### config.mk
export PLATFORM = sky130hd
export DESIGN_NAME = fht_rd_unload
export DESIGN_NICKNAME = d
export VERILOG_FILES = /design/src/rtl/fht_rd_pkg.sv /design/src/rtl/fht_rd_line_buf.sv /design/src/rtl/fht_rd_unload.sv
export SDC_FILE = /design/constraint.sdc
export NUM_CORES = 1
export LEC_CHECK = 0
export CORE_MARGIN = 10
export CORE_UTILIZATION = 30
export CTS_CLUSTER_DIAMETER = 60
export DETAILED_ROUTE_END_ITERATION = 6
export GPL_TIMING_DRIVEN = 0
export MAX_ROUTING_LAYER = met4
export PLACE_DENSITY_LB_ADDON = 0.25
export SYNTH_ARGS = -nofsm -noshare
export SYNTH_HDL_FRONTEND = slang
export SYNTH_SLANG_ARGS = --single-unit
### constraint.sdc
create_clock -name iCLK -period 3.9 [get_ports iCLK]
set_clock_uncertainty 0.1 [all_clocks]
set_input_delay 0.585 -clock iCLK [delete_from_list [all_inputs] [get_ports iCLK]]
set_output_delay 0.585 -clock iCLK [all_outputs]
set_load 0.02 [all_outputs]
### src/rtl/fht_rd_pkg.sv
// Shared types and helpers for the FHT result-RAM unloader.
// Holds the unloader FSM state enum, the row bit-reversal helper and the
// normalisation shift offset used when FHT_UNLOAD_NORM_EN is defined.
package fht_rd_pkg;

    typedef enum logic [1:0] {
        ST_IDLE,
        ST_RUN,
        ST_DRAIN
    } rd_state_t;

    // log2 of the bank count; the normalisation shift is A_BIT + NORM_SHIFT,
    // i.e. log2 of the full transform length.
    localparam int NORM_SHIFT = 2;

    // Widest row address the bit-reversal helper handles.
    localparam int MAX_A_BIT = 16;

    // Reverse the low a_bit bits of val; bits above a_bit come back as zero.
    function automatic logic [MAX_A_BIT-1:0] f_bit_rev(
        input logic [MAX_A_BIT-1:0] val,
        input int                   a_bit
    );
        logic [MAX_A_BIT-1:0] res;
        res = '0;
        for (int i = 0; i < MAX_A_BIT; i++) begin
            if (i < a_bit) begin
                res[a_bit-1-i] = val[i];
            end
        end
        return res;
    endfunction

endpackage

### src/rtl/fht_rd_line_buf.sv
// Purpose: two-entry ping-pong row buffer (4 words + row tag per entry) between RAM fetch and stream.
// Latency: fill visible on rd_* the cycle after fill_vld; reserve/free take effect next cycle.
// Backpressure: none internally; the owner issues a fetch only when rsv_busy shows the target entry free.
//
// Ports: core_clk/arst_n clock and async active-low reset; rsv_* reserves an entry when a fetch
// is issued; fill_* writes the four bank words and row tag; free_* releases an entry after its
// last word is streamed; rd_* selects entry and bank for the stream side.
module fht_rd_line_buf
    import fht_rd_pkg::*;
#(
    parameter int D_BIT = 22,
    parameter int A_BIT = 8
) (
    input  logic                  core_clk,
    input  logic                  arst_n,
    input  logic                  rsv_vld,
    input  logic                  rsv_sel,
    input  logic                  fill_vld,
    input  logic                  fill_sel,
    input  logic [A_BIT-1:0]      fill_tag,
    input  logic [3:0][D_BIT-1:0] fill_dat,
    input  logic                  free_vld,
    input  logic                  free_sel,
    output logic [1:0]            rsv_busy,
    input  logic                  rd_sel,
    input  logic [1:0]            rd_bank,
    output logic                  rd_full,
    output logic [D_BIT-1:0]      rd_dat,
    output logic [A_BIT-1:0]      rd_tag
);

    // rsv_q: entry owned by an in-flight fetch or holding data.
    // full_q: entry holds a complete row ready to stream.
    logic [1:0]                   rsv_q;
    logic [1:0]                   full_q;
    logic [1:0][3:0][D_BIT-1:0]   word_q;
    logic [1:0][A_BIT-1:0]        tag_q;

    always_ff @(posedge core_clk or negedge arst_n) begin
        if (!arst_n) begin
            rsv_q  <= '0;
            full_q <= '0;
            word_q <= '0;
            tag_q  <= '0;
        end else begin
            for (int e = 0; e < 2; e++) begin
                // Free first so a same-cycle re-reservation of the entry wins.
                if (free_vld && (free_sel == 1'(e))) begin
                    rsv_q[e]  <= 1'b0;
                    full_q[e] <= 1'b0;
                end
                if (rsv_vld && (rsv_sel == 1'(e))) begin
                    rsv_q[e] <= 1'b1;
                end
                if (fill_vld && (fill_sel == 1'(e))) begin
                    full_q[e] <= 1'b1;
                    word_q[e] <= fill_dat;
                    tag_q[e]  <= fill_tag;
                end
            end
        end
    end

    assign rsv_busy = rsv_q;
    assign rd_full  = full_q[rd_sel];
    assign rd_dat   = word_q[rd_sel][rd_bank];
    assign rd_tag   = tag_q[rd_sel];

endmodule

### src/rtl/fht_rd_unload.sv
// Purpose: unload the four FHT result banks row by row and stream samples in natural order.
// Latency: start at edge 0, row-0 address after edge 1, first oVALID after edge RAM_LAT+2 (+1 with FHT_UNLOAD_NORM_EN).
// Backpressure: valid/ready; outputs hold while iREADY=0, fetches stall once both line buffers are owned.
//
// Ports: iCLK/iRESET (async, active low); iSTART/iBIT_REV start an unload; oADDR_RD_0..3 drive
// the bank read addresses (all equal); iDATA_0..3 return bank words RAM_LAT cycles later;
// oDATA/oINDEX/oVALID/iREADY/oLAST form the sample stream; oBUSY while unloading; oDONE pulses
// after the final beat is accepted.
// Option: define FHT_UNLOAD_NORM_EN to divide samples by N (round half up, saturating) through
// one extra output register stage.
module fht_rd_unload
    import fht_rd_pkg::*;
#(
    parameter int D_BIT   = 22,
    parameter int A_BIT   = 8,
    parameter int RAM_LAT = 2
) (
    input  logic               iCLK,
    input  logic               iRESET,
    input  logic               iSTART,
    input  logic               iBIT_REV,
    output logic [A_BIT-1:0]   oADDR_RD_0,
    output logic [A_BIT-1:0]   oADDR_RD_1,
    output logic [A_BIT-1:0]   oADDR_RD_2,
    output logic [A_BIT-1:0]   oADDR_RD_3,
    input  logic [D_BIT-1:0]   iDATA_0,
    input  logic [D_BIT-1:0]   iDATA_1,
    input  logic [D_BIT-1:0]   iDATA_2,
    input  logic [D_BIT-1:0]   iDATA_3,
    output logic [D_BIT-1:0]   oDATA,
    output logic [A_BIT+1:0]   oINDEX,
    output logic               oVALID,
    input  logic               iREADY,
    output logic               oLAST,
    output logic               oBUSY,
    output logic               oDONE
);

    rd_state_t state_q, state_d;

    logic                 bit_rev_q;
    logic                 busy_q;
    logic                 done_q;
    logic [A_BIT-1:0]     fetch_row_q;
    logic [A_BIT-1:0]     addr_q;

    // Fetch tracking pipe: stage RAM_LAT marks the cycle in which iDATA_x
    // belongs to the row issued RAM_LAT+1 edges earlier.
    logic [RAM_LAT:0]             pipe_vld_q;
    logic [RAM_LAT:0][A_BIT-1:0]  pipe_row_q;

    // Stream side: which ping-pong entry and which bank word is presented.
    logic                 str_sel_q;
    logic [1:0]           str_bank_q;

    logic [1:0]           rsv_busy;
    logic                 rd_full;
    logic [D_BIT-1:0]     rd_dat;
    logic [A_BIT-1:0]     rd_tag;

    logic                 issue_sel;
    logic                 buf_avail;
    logic                 issue;
    logic                 last_row;
    logic                 st_vld;
    logic                 st_rdy;
    logic                 st_xfer;
    logic                 st_last;
    logic                 free_vld;
    logic                 last_acc;
    logic [A_BIT-1:0]     addr_nxt;

    // Rows alternate between the two entries, so row parity selects the entry.
    assign issue_sel = fetch_row_q[0];
    assign last_row  = &fetch_row_q;
    assign st_vld    = rd_full;
    assign st_xfer   = st_vld && st_rdy;
    assign st_last   = (&rd_tag) && (str_bank_q == 2'd3);
    assign free_vld  = st_xfer && (str_bank_q == 2'd3);
    // An entry being released this cycle can be re-reserved at the same edge,
    // which keeps the stream free of bubbles.
    assign buf_avail = !rsv_busy[issue_sel] || (free_vld && (str_sel_q == issue_sel));
    assign issue     = (state_q == ST_RUN) && buf_avail;
    assign last_acc  = oVALID && iREADY && oLAST;
    assign addr_nxt  = bit_rev_q ? A_BIT'(f_bit_rev(MAX_A_BIT'(fetch_row_q), A_BIT))
                                 : fetch_row_q;

    always_comb begin
        state_d = state_q;
        case (state_q)
            ST_IDLE:  if (iSTART)             state_d = ST_RUN;
            ST_RUN:   if (issue && last_row)  state_d = ST_DRAIN;
            ST_DRAIN: if (last_acc)           state_d = ST_IDLE;
            default:                          state_d = ST_IDLE;
        endcase
    end

    always_ff @(posedge iCLK or negedge iRESET) begin
        if (!iRESET) begin
            state_q     <= ST_IDLE;
            bit_rev_q   <= 1'b0;
            busy_q      <= 1'b0;
            done_q      <= 1'b0;
            fetch_row_q <= '0;
            addr_q      <= '0;
            pipe_vld_q  <= '0;
            pipe_row_q  <= '0;
            str_sel_q   <= 1'b0;
            str_bank_q  <= '0;
        end else begin
            state_q <= state_d;
            busy_q  <= (state_d != ST_IDLE);
            done_q  <= (state_q == ST_DRAIN) && last_acc;

            if ((state_q == ST_IDLE) && iSTART) begin
                bit_rev_q   <= iBIT_REV;
                fetch_row_q <= '0;
                str_sel_q   <= 1'b0;
                str_bank_q  <= '0;
            end

            if (issue) begin
                addr_q <= addr_nxt;
                // Counter parks on the final row instead of wrapping.
                if (!last_row) begin
                    fetch_row_q <= fetch_row_q + A_BIT'(1);
                end
            end

            pipe_vld_q[0] <= issue;
            pipe_row_q[0] <= fetch_row_q;
            for (int i = 1; i <= RAM_LAT; i++) begin
                pipe_vld_q[i] <= pipe_vld_q[i-1];
                pipe_row_q[i] <= pipe_row_q[i-1];
            end

            if (st_xfer) begin
                str_bank_q <= str_bank_q + 2'd1;
                if (str_bank_q == 2'd3) begin
                    str_sel_q <= ~str_sel_q;
                end
            end
        end
    end

    fht_rd_line_buf #(
        .D_BIT (D_BIT),
        .A_BIT (A_BIT)
    ) u_line_buf (
        .core_clk (iCLK),
        .arst_n   (iRESET),
        .rsv_vld  (issue),
        .rsv_sel  (issue_sel),
        .fill_vld (pipe_vld_q[RAM_LAT]),
        .fill_sel (pipe_row_q[RAM_LAT][0]),
        .fill_tag (pipe_row_q[RAM_LAT]),
        .fill_dat ({iDATA_3, iDATA_2, iDATA_1, iDATA_0}),
        .free_vld (free_vld),
        .free_sel (str_sel_q),
        .rsv_busy (rsv_busy),
        .rd_sel   (str_sel_q),
        .rd_bank  (str_bank_q),
        .rd_full  (rd_full),
        .rd_dat   (rd_dat),
        .rd_tag   (rd_tag)
    );

`ifdef FHT_UNLOAD_NORM_EN
    localparam int S = A_BIT + NORM_SHIFT;
    localparam logic [D_BIT:0] HALF = {{D_BIT{1'b0}}, 1'b1} << (S - 1);

    logic signed [D_BIT:0] norm_sum;
    logic signed [D_BIT:0] norm_shr;
    logic [D_BIT-1:0]      norm_dat;

    logic                  out_vld_q;
    logic [D_BIT-1:0]      out_dat_q;
    logic [A_BIT+1:0]      out_idx_q;
    logic                  out_last_q;

    always_comb begin
        norm_sum = $signed({rd_dat[D_BIT-1], rd_dat}) + $signed(HALF);
        norm_shr = norm_sum >>> S;
        // Top two bits disagreeing means the value left the D_BIT signed range.
        if (norm_shr[D_BIT] != norm_shr[D_BIT-1]) begin
            norm_dat = norm_shr[D_BIT] ? {1'b1, {(D_BIT-1){1'b0}}}
                                       : {1'b0, {(D_BIT-1){1'b1}}};
        end else begin
            norm_dat = norm_shr[D_BIT-1:0];
        end
    end

    assign st_rdy = !out_vld_q || iREADY;

    always_ff @(posedge iCLK or negedge iRESET) begin
        if (!iRESET) begin
            out_vld_q  <= 1'b0;
            out_dat_q  <= '0;
            out_idx_q  <= '0;
            out_last_q <= 1'b0;
        end else if (st_rdy) begin
            out_vld_q <= st_vld;
            if (st_vld) begin
                out_dat_q  <= norm_dat;
                out_idx_q  <= {rd_tag, str_bank_q};
                out_last_q <= st_last;
            end
        end
    end

    assign oVALID = out_vld_q;
    assign oDATA  = out_dat_q;
    assign oINDEX = out_idx_q;
    assign oLAST  = out_vld_q && out_last_q;
`else
    assign st_rdy = iREADY;
    assign oVALID = st_vld;
    assign oDATA  = rd_dat;
    assign oINDEX = {rd_tag, str_bank_q};
    assign oLAST  = st_vld && st_last;
`endif

    assign oADDR_RD_0 = addr_q;
    assign oADDR_RD_1 = addr_q;
    assign oADDR_RD_2 = addr_q;
    assign oADDR_RD_3 = addr_q;
    assign oBUSY      = busy_q;
    assign oDONE      = done_q;

endmodule
==> impl_metrics.py <==
metrics = {
    "final_layout": {
        "areaGrowthSynthToFinish_pct": 30.5,
        "post-route-util_pct": 39.7,
        "final_common_cell": "dfrtp_1",
        "final_area_um2": 14100,
        "drive_above_1_share_pct": 42.0,
        "final_nets": 976,
        "mostFrequentLayoutCells": "247 x dfrtp_1, 218 x mux2_2, 159 x clkdlybuf4s50_1",
        "fill_cells": 3289,
    },
    "critical_path": {
        "crit_type": "flop to output pin",
        "rrSetupSlack_ns": 1.77,
        "reg2reg_depth": 4,
        "crit_end": "oDATA[14]",
        "slowest_delay_ns": 0.60,
        "cp.required_ns": 3.21,
        "worstSetupStartpointType": "flop",
        "worstPathCellList": "buf_2 > buf_1 > mux4_2 > mux2_2 > clkdlybuf4s50_1",
        "slowest_stage": "buf_1",
        "rr_startpoint": "pipe_row_q[16]",
        "cp_max_fo": 10,
        "rr_endpoint": "u_line_buf.word_q[161]",
        "cp.arrival_ns": 3.05,
        "startpoint": "str_bank_q[0]",
        "endpoint_kind": "output pin",
    },
    "clocking": {
        "postCtsSetupBuffers": 0,
        "clk_latency_ns": 0.53,
        "cts_inserted_buffers": 29,
        "cts_tree": "built",
        "cts_max_path_buffers": 3,
        "clkTransAtPathRegs_ns": 0.06,
        "ctsHtreeMaxLevel": 1,
        "cts.sinks": 247,
        "cts-root-buf": "clkbuf_16",
    },
    "timing": {
        "maxClockFrequency_ghz": 0.268,
        "rsz0062_at_grt": "false",
        "setup_viol": 0,
        "finalCriticalPeriod_ns": 3.73,
        "tns_ns": 0,
        "tightest_slew_ns": 0.914,
        "hold_viol_final": 0,
        "slew_violations": 0,
        "slew_headroom_pct": 39.0,
        "fin_crit_sh_pct": 95.7,
    },
    "synth": {
        "synth_seq_cells": 247,
        "synth_nets": 782,
        "synth_enable_flop_cells": 0,
        "synth_top_area_share_pct": 57.3,
        "yosysSeqAreaShare_pct": 57.3,
        "synth_area_leaders": "dfrtp_1 57%, mux2_2 23%, mux4_2 9.2%",
        "ys.flop_type": "dfrtp_1",
        "synth.distinct_cells": 44,
        "synthCells": 687,
        "yosys.area.top_type": "dfrtp_1",
        "synth_area_um2": 10800,
        "async_flop_share_pct": 100,
        "syn_avg_cell_area_um2": 15.7,
        "synth-warning-count": 0,
    },
    "die": {
        "ios": 161,
        "die-area_um2": 43900,
        "die_x_um": 210,
        "core_area_um2": 35500,
        "die_h_um": 210,
        "initial_utilization_pct": 30.4,
        "num_rows": 69,
    },
    "route": {
        "post_drt_wl_per_cell_um": 20.3,
        "via_count": 6399,
        "viasPerCell": 4.68,
        "route.detailed.drc": 0,
        "wl_um": 27700,
        "ant_nets": 0,
        "drtIter0Drc": 272,
        "drt-pass1-iter-count": 4,
    },
    "power": {
        "ir_worst_vdd_mv": 0.515,
        "power.total_mw": 12.6,
        "p_per_area_nw_per_um2": 893,
        "p_leak_nw": 5.92,
    },
    "global_routing": {
        "grt_antenna_before_repair": 3,
        "grt_max_degree": 121,
        "grt.overflow.total": 0,
        "grt_pass1_wl_um": 43000,
        "grt_usage_pct": 12.9,
        "grt_pass1_vias": 7209,
    },
    "placed_design": {
        "post_dp_cell_area_um2": 13000,
        "dp_hpwl_um": 19800,
        "port_buffers": 160,
        "gp_congestion": 0.783,
    },
    "job": {
        "drv_cap": 0,
    },
    "worst_hold_path": {
        "min_path_type": "flop to flop",
        "worstHoldStart": "pipe_row_q[14]",
    },
    "status": {
        "run_status": "finished, final reports clean",
    },
}
[metal layers]
| layer | up-vias | wire length [µm] | global-route usage (%) |
|---|---|---|---|
| li1 | 2894 | - | - |
| met1 | 3318 | 12700 | 16.4 |
| met2 | 152 | 13200 | 20.8 |
| met3 | 35 | 1390 | 2.61 |
| met4 | 0 | 429 | 2.78 |
| met5 | - | 0 | - |
[synth_stat cells, types with 4 or more instances]
cell type,number
mux2_2,218
dfrtp_1,247
buf_2,20
buf_1,8
mux2i_1,14
clkbuf_1,8
nor2_1,9
nand4_1,4
buf_4,25
buf_6,4
o21ai_0,7
nand2_1,20
mux4_2,44
a21oi_1,8
nand3_1,10
nor2b_1,5
[where the power goes]
part | leakage (nW) | switching [mW] | internal, mW
Clock | 0.502 | 1.07 | 1.80
Sequential | 2.98 | 0.595 | 3.71
Combinational | 2.44 | 2.32 | 3.07
Total | 5.92 | 3.98 | 8.58
[worst min-delay path by stage]
stage,end,slack (ns),cells after the start
after floorplan,bit_rev_q,0.19,0
after global placement,pipe_row_q[17],0.23,0
final,pipe_row_q[22],0.24,0
after CTS,pipe_row_q[15],0.25,0
after detailed placement,pipe_row_q[12],0.23,0
after global routing,pipe_row_q[22],0.25,0
[cell type report]
| type | instances | area, µm² | share of cell area (%) |
|---|---|---|---|
| Buffer | 66 | 415 | 2.95 |
| Clock buffer | 37 | 816 | 5.80 |
| Multi-Input combinational cell | 371 | 4170 | 29.7 |
| Sequential cell | 247 | 6180 | 43.9 |
| Inverter | 3 | 13.8 | 0.0978 |
| Antenna cell | 3 | 7.51 | 0.0534 |
| Tap cell | 461 | 577 | 4.10 |
| Clock inverter | 15 | 215 | 1.53 |
| Timing Repair Buffer | 163 | 1670 | 11.9 |
[stage by stage]
stage | setup WS, ns | std cells | hold WS (ns)
finish | 0.166 | 1366 | 0.245
global route | 0.00665 | 1366 | 0.249
CTS | 0.00814 | 1363 | 0.248
global placement | -8.77 | 1308 | 0.232
floorplan | 1.52 | 687 | 0.189
detailed placement | 0.558 | 1310 | 0.235
[repair_timing]
action                     4_1_cts  5_1_grt
gates resized for setup          1        3
hold endpoints to repair        24        0
hold buffers                     1        0
setup endpoints to repair        4       10
[cell families (layout without fill, tap and decap cells)]
| group | Yosys count | after routing | share of synthesized area (%) |
|---|---|---|---|
| adder cells (fa/ha/maj) | 2 | 2 | 0.232 |
| flip-flops | 247 | 247 | 57.3 |
| other | 0 | 3 | 0 |
| AND/OR/NAND/NOR | 65 | 65 | 3.48 |
| AO/OA/AOI/OAI | 28 | 28 | 1.74 |
| multiplexers | 276 | 276 | 33.3 |
| buffers and inverters | 69 | 284 | 3.96 |
[worst max-delay path: cells and delay by family, from the launching register on]
kind,cells,cell delay [ns]
muxes,2,0.69
buffers and inverters,3,1.44
DFF,1,0.37
[flip-flops by register name, indices dropped and copies added, names as in the netlist]
signal and count:
bit_rev_q 1, fetch_row_q 8, oADDR_RD_0 8, oBUSY 1, oDONE 1, pipe_row_q 24
pipe_vld_q 3, state_q 2, str_bank_q 2, str_sel_q 1, u_line_buf.full_q 2, u_line_buf.rsv_busy 2
u_line_buf.tag_q 16, u_line_buf.word_q 176
No activity file was read; power rests on OpenSTA's default activity.
